## config.mk

```make
export PLATFORM = sky130hd
export DESIGN_NAME = stack_engine_flat
export DESIGN_NICKNAME = d
export VERILOG_FILES = /design/src/rtl/stack_pkg.sv /design/src/rtl/stack_engine_if.sv /design/src/rtl/stack_rsp_buf.sv /design/src/rtl/stack_engine.sv /design/src/flat_wrapper.sv
export SDC_FILE = /design/constraint.sdc
export NUM_CORES = 1
export LEC_CHECK = 0
export ABC_AREA = 1
export CORE_MARGIN = 3
export CORE_UTILIZATION = 45
export DETAILED_ROUTE_END_ITERATION = 8
export PLACE_DENSITY_LB_ADDON = 0.2
export REMOVE_ABC_BUFFERS = 1
export SLEW_MARGIN = 20
export SYNTH_ARGS = -nofsm -noshare
export SYNTH_HDL_FRONTEND = slang
export SYNTH_HIERARCHICAL = 1
export SYNTH_SLANG_ARGS = --single-unit
export TNS_END_PERCENT = 20
```

## constraint.sdc

```tcl
create_clock -name clk -period 5 [get_ports clk]
set_clock_uncertainty 0.15 [all_clocks]
set_input_delay 0.5 -clock clk [delete_from_list [all_inputs] [get_ports clk]]
set_output_delay 0.5 -clock clk [all_outputs]
set_load 0.03 [all_outputs]
```

## src/rtl/stack_pkg.sv

```systemverilog
// stack_pkg: shared types and constants for the stack_engine slice.
// Optional feature macro used by the slice: STACK_ENGINE_UNDERFLOW_ERR_EN.
package stack_pkg;

    typedef enum logic {
        PUSH = 1'b0,
        POP  = 1'b1
    } stack_op_t;

    typedef enum logic [1:0] {
        EMPTY = 2'd0,
        ONE   = 2'd1,
        TWO   = 2'd2
    } stack_rsp_st_t;

    localparam int STACK_RSP_DEPTH = 2;

endpackage

```

## src/rtl/stack_engine_if.sv

```systemverilog
// stack_engine_if: command and response channels of the stack engine.
// master = requesting stage / data sink, slave = stack_engine.
// Optional feature macro used by the slice: STACK_ENGINE_UNDERFLOW_ERR_EN.
interface stack_engine_if #(
    parameter int W = 32
);
    logic         i_cmd_vld;
    logic         i_cmd_op;
    logic [W-1:0] i_cmd_dat;
    logic         o_cmd_rdy;
    logic         o_rsp_vld;
    logic [W-1:0] o_rsp_dat;
    logic         o_rsp_err;
    logic         i_rsp_rdy;

    modport master (
        output i_cmd_vld, i_cmd_op, i_cmd_dat, i_rsp_rdy,
        input  o_cmd_rdy, o_rsp_vld, o_rsp_dat, o_rsp_err
    );

    modport slave (
        input  i_cmd_vld, i_cmd_op, i_cmd_dat, i_rsp_rdy,
        output o_cmd_rdy, o_rsp_vld, o_rsp_dat, o_rsp_err
    );
endinterface

```

## src/rtl/stack_rsp_buf.sv

```systemverilog
// stack_rsp_buf: two-entry response buffer holding {err, dat}.
// The head slot doubles as the register stage of the array's synchronous
// read, so a pop's data is presented the cycle after it is accepted.
// Optional feature macro used by the slice: STACK_ENGINE_UNDERFLOW_ERR_EN.
module stack_rsp_buf
    import stack_pkg::*;
#(
    parameter int W = 32
) (
    input  logic          clk,
    input  logic          rst,
    input  logic          enq_vld_i,
    input  logic          enq_err_i,
    input  logic [W-1:0]  enq_dat_i,
    input  logic          deq_rdy_i,
    output logic          rsp_err_o,
    output logic [W-1:0]  rsp_dat_o,
    output stack_rsp_st_t state_o
);

    stack_rsp_st_t state_q;
    logic [W-1:0]  headDat_q;
    logic          headErr_q;
    logic [W-1:0]  tailDat_q;
    logic          tailErr_q;
    logic          deq;

    assign deq       = (state_q != EMPTY) && deq_rdy_i;
    assign rsp_dat_o = headDat_q;
    assign rsp_err_o = headErr_q;
    assign state_o   = state_q;

    // Occupancy FSM: enqueue fills head first, then tail; dequeue shifts tail into head.
    always_ff @(posedge clk) begin
        if (rst) begin
            state_q   <= EMPTY;
            headDat_q <= '0;
            headErr_q <= 1'b0;
            tailDat_q <= '0;
            tailErr_q <= 1'b0;
        end else begin
            case (state_q)
                EMPTY: begin
                    if (enq_vld_i) begin
                        headDat_q <= enq_dat_i;
                        headErr_q <= enq_err_i;
                        state_q   <= ONE;
                    end
                end
                ONE: begin
                    if (enq_vld_i && deq) begin
                        headDat_q <= enq_dat_i;
                        headErr_q <= enq_err_i;
                    end else if (enq_vld_i) begin
                        tailDat_q <= enq_dat_i;
                        tailErr_q <= enq_err_i;
                        state_q   <= TWO;
                    end else if (deq) begin
                        state_q   <= EMPTY;
                    end
                end
                TWO: begin
                    if (deq) begin
                        headDat_q <= tailDat_q;
                        headErr_q <= tailErr_q;
                        if (enq_vld_i) begin
                            tailDat_q <= enq_dat_i;
                            tailErr_q <= enq_err_i;
                        end else begin
                            state_q <= ONE;
                        end
                    end
                end
                default: state_q <= EMPTY;
            endcase
        end
    end

endmodule

```

## src/rtl/stack_engine.sv

```systemverilog
// stack_engine: LIFO storage serving push/pop commands over stack_engine_if.
// Pops go through a 2-credit response buffer so one pop per cycle is
// sustained without any combinational path from the response ready.
// Optional feature macro: STACK_ENGINE_UNDERFLOW_ERR_EN (pop on empty returns
// an error response instead of being refused).
module stack_engine
    import stack_pkg::*;
#(
    parameter  int N     = 16,
    parameter  int W     = 32,
    localparam int LVL_W = $clog2(N + 1)
) (
    input  logic             clk,
    input  logic             rst,
    input  logic             i_clr,
    stack_engine_if.slave    bus,
    output logic             o_empty,
    output logic             o_full,
    output logic [LVL_W-1:0] o_level
);

    localparam int               AW       = (N > 1) ? $clog2(N) : 1;
    localparam logic [LVL_W-1:0] FULL_LVL = LVL_W'(N);
    localparam logic [1:0]       CREDITS  = 2'(STACK_RSP_DEPTH);

    logic [W-1:0]     memArray [N];
    logic [LVL_W-1:0] lvl_q, lvl_d;
    logic [1:0]       cnt_q, cnt_d;

    logic             isPop;
    logic             cmdRdy;
    logic             pushAcc;
    logic             popAcc;
    logic             popRead;
    logic             enqErr;
    logic [W-1:0]     enqDat;
    logic             rspDeq;
    logic [AW-1:0]    wrIdx;
    logic [AW-1:0]    rdIdx;
    logic             bufErr;
    logic [W-1:0]     bufDat;
    stack_rsp_st_t    bufState;

    assign isPop   = (stack_op_t'(bus.i_cmd_op) == POP);
    assign o_empty = (lvl_q == '0);
    assign o_full  = (lvl_q == FULL_LVL);
    assign o_level = lvl_q;

    // Command ready depends only on the op and registered state; clear blocks everything.
    always_comb begin
        cmdRdy = 1'b0;
        if (i_clr) begin
            cmdRdy = 1'b0;
        end else if (isPop) begin
`ifdef STACK_ENGINE_UNDERFLOW_ERR_EN
            cmdRdy = (cnt_q < CREDITS);
`else
            cmdRdy = (cnt_q < CREDITS) && !o_empty;
`endif
        end else begin
            cmdRdy = !o_full;
        end
    end

    assign bus.o_cmd_rdy = cmdRdy;
    assign pushAcc       = bus.i_cmd_vld && cmdRdy && !isPop;
    assign popAcc        = bus.i_cmd_vld && cmdRdy && isPop;
    assign popRead       = popAcc && !o_empty;
    assign wrIdx         = AW'(lvl_q);
    assign rdIdx         = AW'(lvl_q - LVL_W'(1));
    assign enqDat        = popRead ? memArray[rdIdx] : '0;
    assign rspDeq        = bus.o_rsp_vld && bus.i_rsp_rdy;

`ifdef STACK_ENGINE_UNDERFLOW_ERR_EN
    assign enqErr = popAcc && o_empty;
`else
    assign enqErr = 1'b0;
`endif

    // Next occupancy: clear wins, then a push grows and a real pop shrinks the stack.
    always_comb begin
        lvl_d = lvl_q;
        if (i_clr) begin
            lvl_d = '0;
        end else if (pushAcc) begin
            lvl_d = lvl_q + LVL_W'(1);
        end else if (popRead) begin
            lvl_d = lvl_q - LVL_W'(1);
        end
    end

    // Credit count: every accepted pop takes a slot, every response handshake returns one.
    always_comb begin
        cnt_d = cnt_q;
        case ({popAcc, rspDeq})
            2'b10:   cnt_d = cnt_q + 2'd1;
            2'b01:   cnt_d = cnt_q - 2'd1;
            default: cnt_d = cnt_q;
        endcase
    end

    // Pointer and credit registers.
    always_ff @(posedge clk) begin
        if (rst) begin
            lvl_q <= '0;
            cnt_q <= '0;
        end else begin
            lvl_q <= lvl_d;
            cnt_q <= cnt_d;
        end
    end

    // Storage array write; contents are deliberately left unreset.
    always_ff @(posedge clk) begin
        if (pushAcc) begin
            memArray[wrIdx] <= bus.i_cmd_dat;
        end
    end

    stack_rsp_buf #(
        .W(W)
    ) u_rsp_buf (
        .clk       (clk),
        .rst       (rst),
        .enq_vld_i (popAcc),
        .enq_err_i (enqErr),
        .enq_dat_i (enqDat),
        .deq_rdy_i (bus.i_rsp_rdy),
        .rsp_err_o (bufErr),
        .rsp_dat_o (bufDat),
        .state_o   (bufState)
    );

    assign bus.o_rsp_vld = (bufState != EMPTY);
    assign bus.o_rsp_dat = bufDat;
    assign bus.o_rsp_err = bufErr;

endmodule

```

## src/flat_wrapper.sv

```systemverilog
// flat-port wrapper written by rule: the top's interface ports become plain ports
module stack_engine_flat import stack_pkg::*;
#(
    parameter  int N     = 16,
    parameter  int W     = 32,
    localparam int LVL_W = $clog2(N + 1)
)
  (clk, rst, i_clr, o_empty, o_full, o_level, bus_i_cmd_vld, bus_i_cmd_op, bus_i_cmd_dat, bus_i_rsp_rdy, bus_o_cmd_rdy, bus_o_rsp_vld, bus_o_rsp_dat, bus_o_rsp_err);
  stack_engine_if #(.W(W)) bus_i ();
  input  logic clk;
  input  logic rst;
  input  logic i_clr;
  output logic o_empty;
  output logic o_full;
  output logic [LVL_W-1:0] o_level;
  input wire logic [$bits(bus_i.i_cmd_vld)-1:0] bus_i_cmd_vld;
  input wire logic [$bits(bus_i.i_cmd_op)-1:0] bus_i_cmd_op;
  input wire logic [$bits(bus_i.i_cmd_dat)-1:0] bus_i_cmd_dat;
  input wire logic [$bits(bus_i.i_rsp_rdy)-1:0] bus_i_rsp_rdy;
  output wire logic [$bits(bus_i.o_cmd_rdy)-1:0] bus_o_cmd_rdy;
  output wire logic [$bits(bus_i.o_rsp_vld)-1:0] bus_o_rsp_vld;
  output wire logic [$bits(bus_i.o_rsp_dat)-1:0] bus_o_rsp_dat;
  output wire logic [$bits(bus_i.o_rsp_err)-1:0] bus_o_rsp_err;
  assign bus_i.i_cmd_vld = bus_i_cmd_vld;
  assign bus_i.i_cmd_op = bus_i_cmd_op;
  assign bus_i.i_cmd_dat = bus_i_cmd_dat;
  assign bus_i.i_rsp_rdy = bus_i_rsp_rdy;
  assign bus_o_cmd_rdy = bus_i.o_cmd_rdy;
  assign bus_o_rsp_vld = bus_i.o_rsp_vld;
  assign bus_o_rsp_dat = bus_i.o_rsp_dat;
  assign bus_o_rsp_err = bus_i.o_rsp_err;
  stack_engine #(.N(N), .W(W)) u_core (.clk(clk), .rst(rst), .i_clr(i_clr), .bus(bus_i), .o_empty(o_empty), .o_full(o_full), .o_level(o_level));
endmodule
```

## Word level (Yosys, flattened, before mapping)

Memory sizes are Yosys's and may differ from the RTL's.
Index checks and enable logic that the tools add are counted.

- $add $sub $neg: 4
- Magnitude comparators: 1
- Eq/ne operators: 11
- Multiplexer cells: 31
- Reductions and logical operators: 21

Operator list:

| operator | number |
|---|---|
| $mux 32 | 7 |
| $pmux 32 s3 | 1 |
| $pmux 32 s2 | 1 |
| $mux 2 | 6 |
| $mux 1 | 10 |
| $mux 5 | 2 |
| $reduce_bool 2->1 | 4 |
| $logic_and 1x1->1 | 7 |
| $ne 2x2->1 const B | 3 |
| $pmux 2 s3 | 1 |
| $add 5x1->5 const B | 1 |
| $eq 5x5->1 const B | 1 |
| $logic_not 5->1 | 1 |
| $reduce_and 5->1 | 1 |
| $sub 5x1->5 const B | 1 |
| $eq 2x1->1 const B | 2 |
| $eq 2x2->1 const B | 2 |
| $ne 2x1->1 const B | 2 |
| $pmux 2 s2 | 1 |
| $reduce_and 4->1 | 1 |
| $logic_not 1->1 | 3 |
| $ne 3x1->1 const B | 1 |
| $pmux 1 s3 | 1 |
| $reduce_and 3->1 | 1 |
| 7 further kinds | 7 |

- Flip-flop bits (word level): 75
- RAM bits: 512
- Input port bits: 38
- Memories: 1

Memories:

| memory | words | bits a word | rd ports | clocked after memory_dff | write ports | line | text |
|---|---|---|---|---|---|---|---|
| u_core.memArray | 16 | 32 | 1 | 0 | 1 | stack_engine.sv:26 | `logic [W-1:0] memArray [N];` |

## Logic depth before layout (Yosys ltp)

- Depth after elaboration: 12
- Gate-level depth with buffers: 20
- Gate-level depth less buffers: 13

## Cells and area by module

Netlist, hierarchy kept.

By module, submodules not included:

| module | instances | cells an instance | area an instance (sq um) | sequential area each (sq um) |
|---|---|---|---|---|
| stack_engine | 1 | 1713 | 21021.4 | 15514.9 |
| stack_rsp_buf | 1 | 491 | 3290.7 | 1361.3 |

## Least setup slack after synthesis

No wires, ideal clock.

- Path type: register -> register
- From: register u_core.lvl_q[0], in the netlist u_core/o_level[0]
- To: memory u_core.memArray[11][0], enable pin
- Library setup time: 0.421 ns
- Data arrival time: 3.393 ns
- Required time: 4.429 ns
- Path slack: 1.036 ns
- Cell stages (with the launch flop): 13
- Buffers on the path: 3
- Clock period less this slack: 3.964 ns
- Path through: dfxtp_1 > buf_2 > inv_4 > buf_2 > buf_2 > ha_1 > nand3_2 > nand2_1 > nand2_2 > nand4_4 > inv_2 > nand2_1 > nor2_1

- Word-level cells in the longest chain between the ends: 9
- Elaborated cells on any way between the ends: 11

Ends and longest elaborated chain:

| what | line | text |
|---|---|---|
| start: declaration | stack_engine.sv:27 | `logic [LVL_W-1:0] lvl_q, lvl_d;` |
| start signal: assignment | stack_engine.sv:108 | `lvl_q <= lvl_d;` |
| $logic_not 5->1 | stack_engine.sv:45 | `assign o_empty = (lvl_q == '0);` |
| $logic_not 1->1 | stack_engine.sv:58 | `cmdRdy = (cnt_q < CREDITS) && !o_empty;` |
| $logic_and 1x1->1 | stack_engine.sv:58 |  |
| $mux 1 | stack_engine.sv:54 | `end else if (isPop) begin` |
| $mux 1 | stack_engine.sv:52 | `if (i_clr) begin` |
| $logic_and 1x1->1 (2 in a row) | stack_engine.sv:66 | `assign pushAcc = bus.i_cmd_vld && cmdRdy && !isPop;` |
| $mux 1 | stack_engine.sv:115 | `if (pushAcc) begin` |
| $mux 1 (not written as such) | stack_engine.sv:116 | `memArray[wrIdx] <= bus.i_cmd_dat;` |
| end: declaration | stack_engine.sv:26 |  |

Parallel ways exist; a longest one is shown, timed or not.

## Worst setup path after layout

- From: register u_core.lvl_q[0], in the netlist u_core/o_level[0]
- To: output port o_level[0]

RTL lines:

| what | line | text |
|---|---|---|
| end: declaration | flat_wrapper.sv:15 | `output logic [LVL_W-1:0] o_level;` |

No word-level cell between the ends.

==> impl_results.md <==
* Outcome: complete, no violations
* Routed len/inst at about 21 um
* Clk sinks at 587
* Seq pwr share at 0.525
* Layout cell share with drive strength beyond 1 at 0.0771
* Cells after synthesis at roughly 2,200
* Fillers at around 4,600
* Leakage at between 9 and 10 nW
* Internal power at just under 8 mW
* Top-count cell post-synth: nand2_1
* CP Data Arrival Time at around 3500 ps
* Largest net degree at the start of global routing at between 100 and 150
* Worst rel slew slack at 0.282
* Worst-Margin Slew at roughly 1100 ps
* Ys Warns at 6
* Fin Setup TNS at 0 ps
* NetSw at between 2 and 2.5 mW
* Synth-to-Final Area Change at 14.0%
* Post-layout util at 0.523
* Cell variety after synth at between 40 and 50
* Cts hold-fix bufs at 0
* GRT Residual Overflow at 0
* Final net count at approximately 2,300
* Post-CTS Setup Repair Bufs at 0
* Vias in the first global route at between 15,000 and 20,000
* Residual DRC at 0
* Routed wire length at 63,400 um
* Die ar. at approximately 57,000 um2
* Placer Congestion at 0.771
* Multi-input logic area at 6610 um2
* Initial antenna violation count at 0
* Hold Path Class: flip-flop to flip-flop
* Die Wd at between 200 and 250 um
* Avg Cell Area, Syn at about 11 um2
* DRT iter0 DRCs at approximately 1,600
* Row count at 84
* Sw Share at 0.222
* Dpl hpwl at about 35,000 um
* Placed Area at roughly 26,000 um2
* Crit. End Element: output port
* Slew Limit Fails at 0
* Most used routing layer: met2
* Core box area at around 53,000 um2
* CTS tree: built
* Crit-path max FO at 97
* EDFF count, synth at about 510
* First-pass DRT Iterations at 5
* Area contributors post-synth: edfxtp_1 (63%), nand2_1 (10%), nand3_1 (7.0%)
* Post-CTS sizing at 0
* Register bit total from synthesis at about 590
* Met1 Track Usage GR at 0.327
* Worst vdd rail ir drop at between 0.3 and 0.4 mV
* Synth area leader: edfxtp_1
* Count of final hold-check violations at 0
* Fmax at 0.242 GHz
* Clock-pin slew on the worst setup and hold paths at 60 ps
* Register area at ~17,000 um2
* Final Cell Area at roughly 28,000 um2
* Design Power at roughly 10 mW
* Max-cap viol count at 0
* I/O Buffers at approximately 80
* Initial Utilization at 0.459
* PwrDens at between 300 and 400 nW/um2
* Clock Power Share at 0.415
* Die Span Y at 238 um
* CTS buffer count at 60
* Clk_lat worst skew at between 600 and 700 ps
* Seq/Total Area, Yosys at 0.694
* Comb pwr share at 0.060
* RSZ-0062 raised after global routing: no
* Critical path launch point type: flip-flop
* Worst hold margin at 331 ps
* Tot GR Track Use at 0.223
* Antenna Cells at 0
* Clock Path Buffers at 3
* Routing usage on met2 at 0.348
* Detail Route Antenna Nets at 0
* I/O pins at 80
* Post-synth ARST share at 0
* Synthesized area at between 20,000 and 25,000 um2
* Commonest cells post-synth: nand2_1 (665), edfxtp_1 (512), nand3_1 (338)
* Vias at approximately 17,000
* Root buf cell: clkbuf_16
* Synth top area share at 0.632
* Top_reg_cell synth: edfxtp_1
* Global-route wire length before repair at a little under 100,000 um
* # H-tree levels at 2
* Met3 usage at 0.0362
* WS Path Type: flip-flop to output port
* Vias per Instance at 5.61
* Tcrit/Tclk final at 0.825
* Setup violators final at 0
* Worst EP required at around 4400 ps
* Final min period at about 4100 ps
[per-stage QoR]
step / setup slack [ps] / std cells
finish: 874 / 2971
global route: 654 / 2971
CTS: 773 / 2970
detailed placement: 1290 / 2860
global placement: 1320 / 2853
floorplan: -8770 / 2056
[final timing paths]
path,from,to,slack (ps),cells after the start
setup / recovery,u_core/o_level[0],o_level[0],870,3
hold / removal,u_core/u_rsp_buf/tailDat_q[15],u_core/u_rsp_buf/tailDat_q[15],330,2
setup reg to reg,u_core/o_level[0],u_core/u_rsp_buf/rsp_dat_o[30],1390,11
hold reg to reg,u_core/u_rsp_buf/tailDat_q[15],u_core/u_rsp_buf/tailDat_q[15],330,2
[area by class of cell]
| cell class | instances | area share |
|---|---|---|
| inverter | 58 | 0.00830 |
| clock inverter | 27 | 0.00695 |
| tap | 688 | 0.0310 |
| clock buffer | 83 | 0.0602 |
| sequential | 587 | 0.609 |
| timing repair buffer | 117 | 0.0463 |
| multi-input combinational | 1411 | 0.238 |
[state kept, by name, summed over array words and instances (netlist names)]
register / flops
u_core/cnt_q: 2
u_core/memArray: 512
u_core/o_level: 5
u_core/u_rsp_buf/rsp_dat_o: 32
u_core/u_rsp_buf/rsp_err_o: 1
u_core/u_rsp_buf/state_o: 2
u_core/u_rsp_buf/tailDat_q: 32
u_core/u_rsp_buf/tailErr_q: 1
[power by group through the flow]
stage	Clock, mW	Sequential, mW	Combinational (mW)
after global placement	0	5.46	0.607
after floorplan	0	5.49	0.305
after CTS	4.33	5.36	0.615
after detailed placement	0	5.46	0.613
final	4.24	5.36	0.615
after global routing	4.52	5.36	0.671
[routing by layer]
metal,wire length (um),share of wire
met2,29000,0.46
met3,4750,0.075
met4,1390,0.022
met5,0,0
met1,28300,0.45
[layout by cell type (no fill, tap or decap), types with 3 or more instances in the layout]
cell               n
o21ai_0           52
dfxtp_1           74
inv_1             46
a21oi_1           57
a22o_1             7
inv_2              9
edfxtp_1         512
buf_4             25
buf_12             7
nand2_1          664
o22ai_1            3
nor2_4            19
clkinv_2          14
clkdlybuf4s50_1   79
ha_1               4
clkbuf_16         62
nand3b_1          33
buf_16             6
clkbuf_8           4
nor2_1           119
clkbuf_1          17
a31oi_1           55
xor2_1             3
nor3_1            23
clkinv_1           8
nand3_1          338
o21ai_1            8
nand2_2            5
[worst max-delay path, cell delays in order, from the launching register on]
cell and delay, ps:
dfxtp_4 370, buf_4 790, buf_4 840, clkdlybuf4s50_1 830
[kinds of logic (layout without fill, tap and decap cells)]
family,after synthesis,after routing,share of synthesized area
and+or+nand+nor,1213,1213,0.216
DFF,587,587,0.694
buffers and inverters,206,285,0.0403
adders and majority gates,5,5,0.00257
AOI/OAI and AO/OA,187,187,0.0437
xor gates and xnor gates,5,5,0.00288
other,1,1,0.000154
Note: power is estimated with default switching activity, not from simulation.
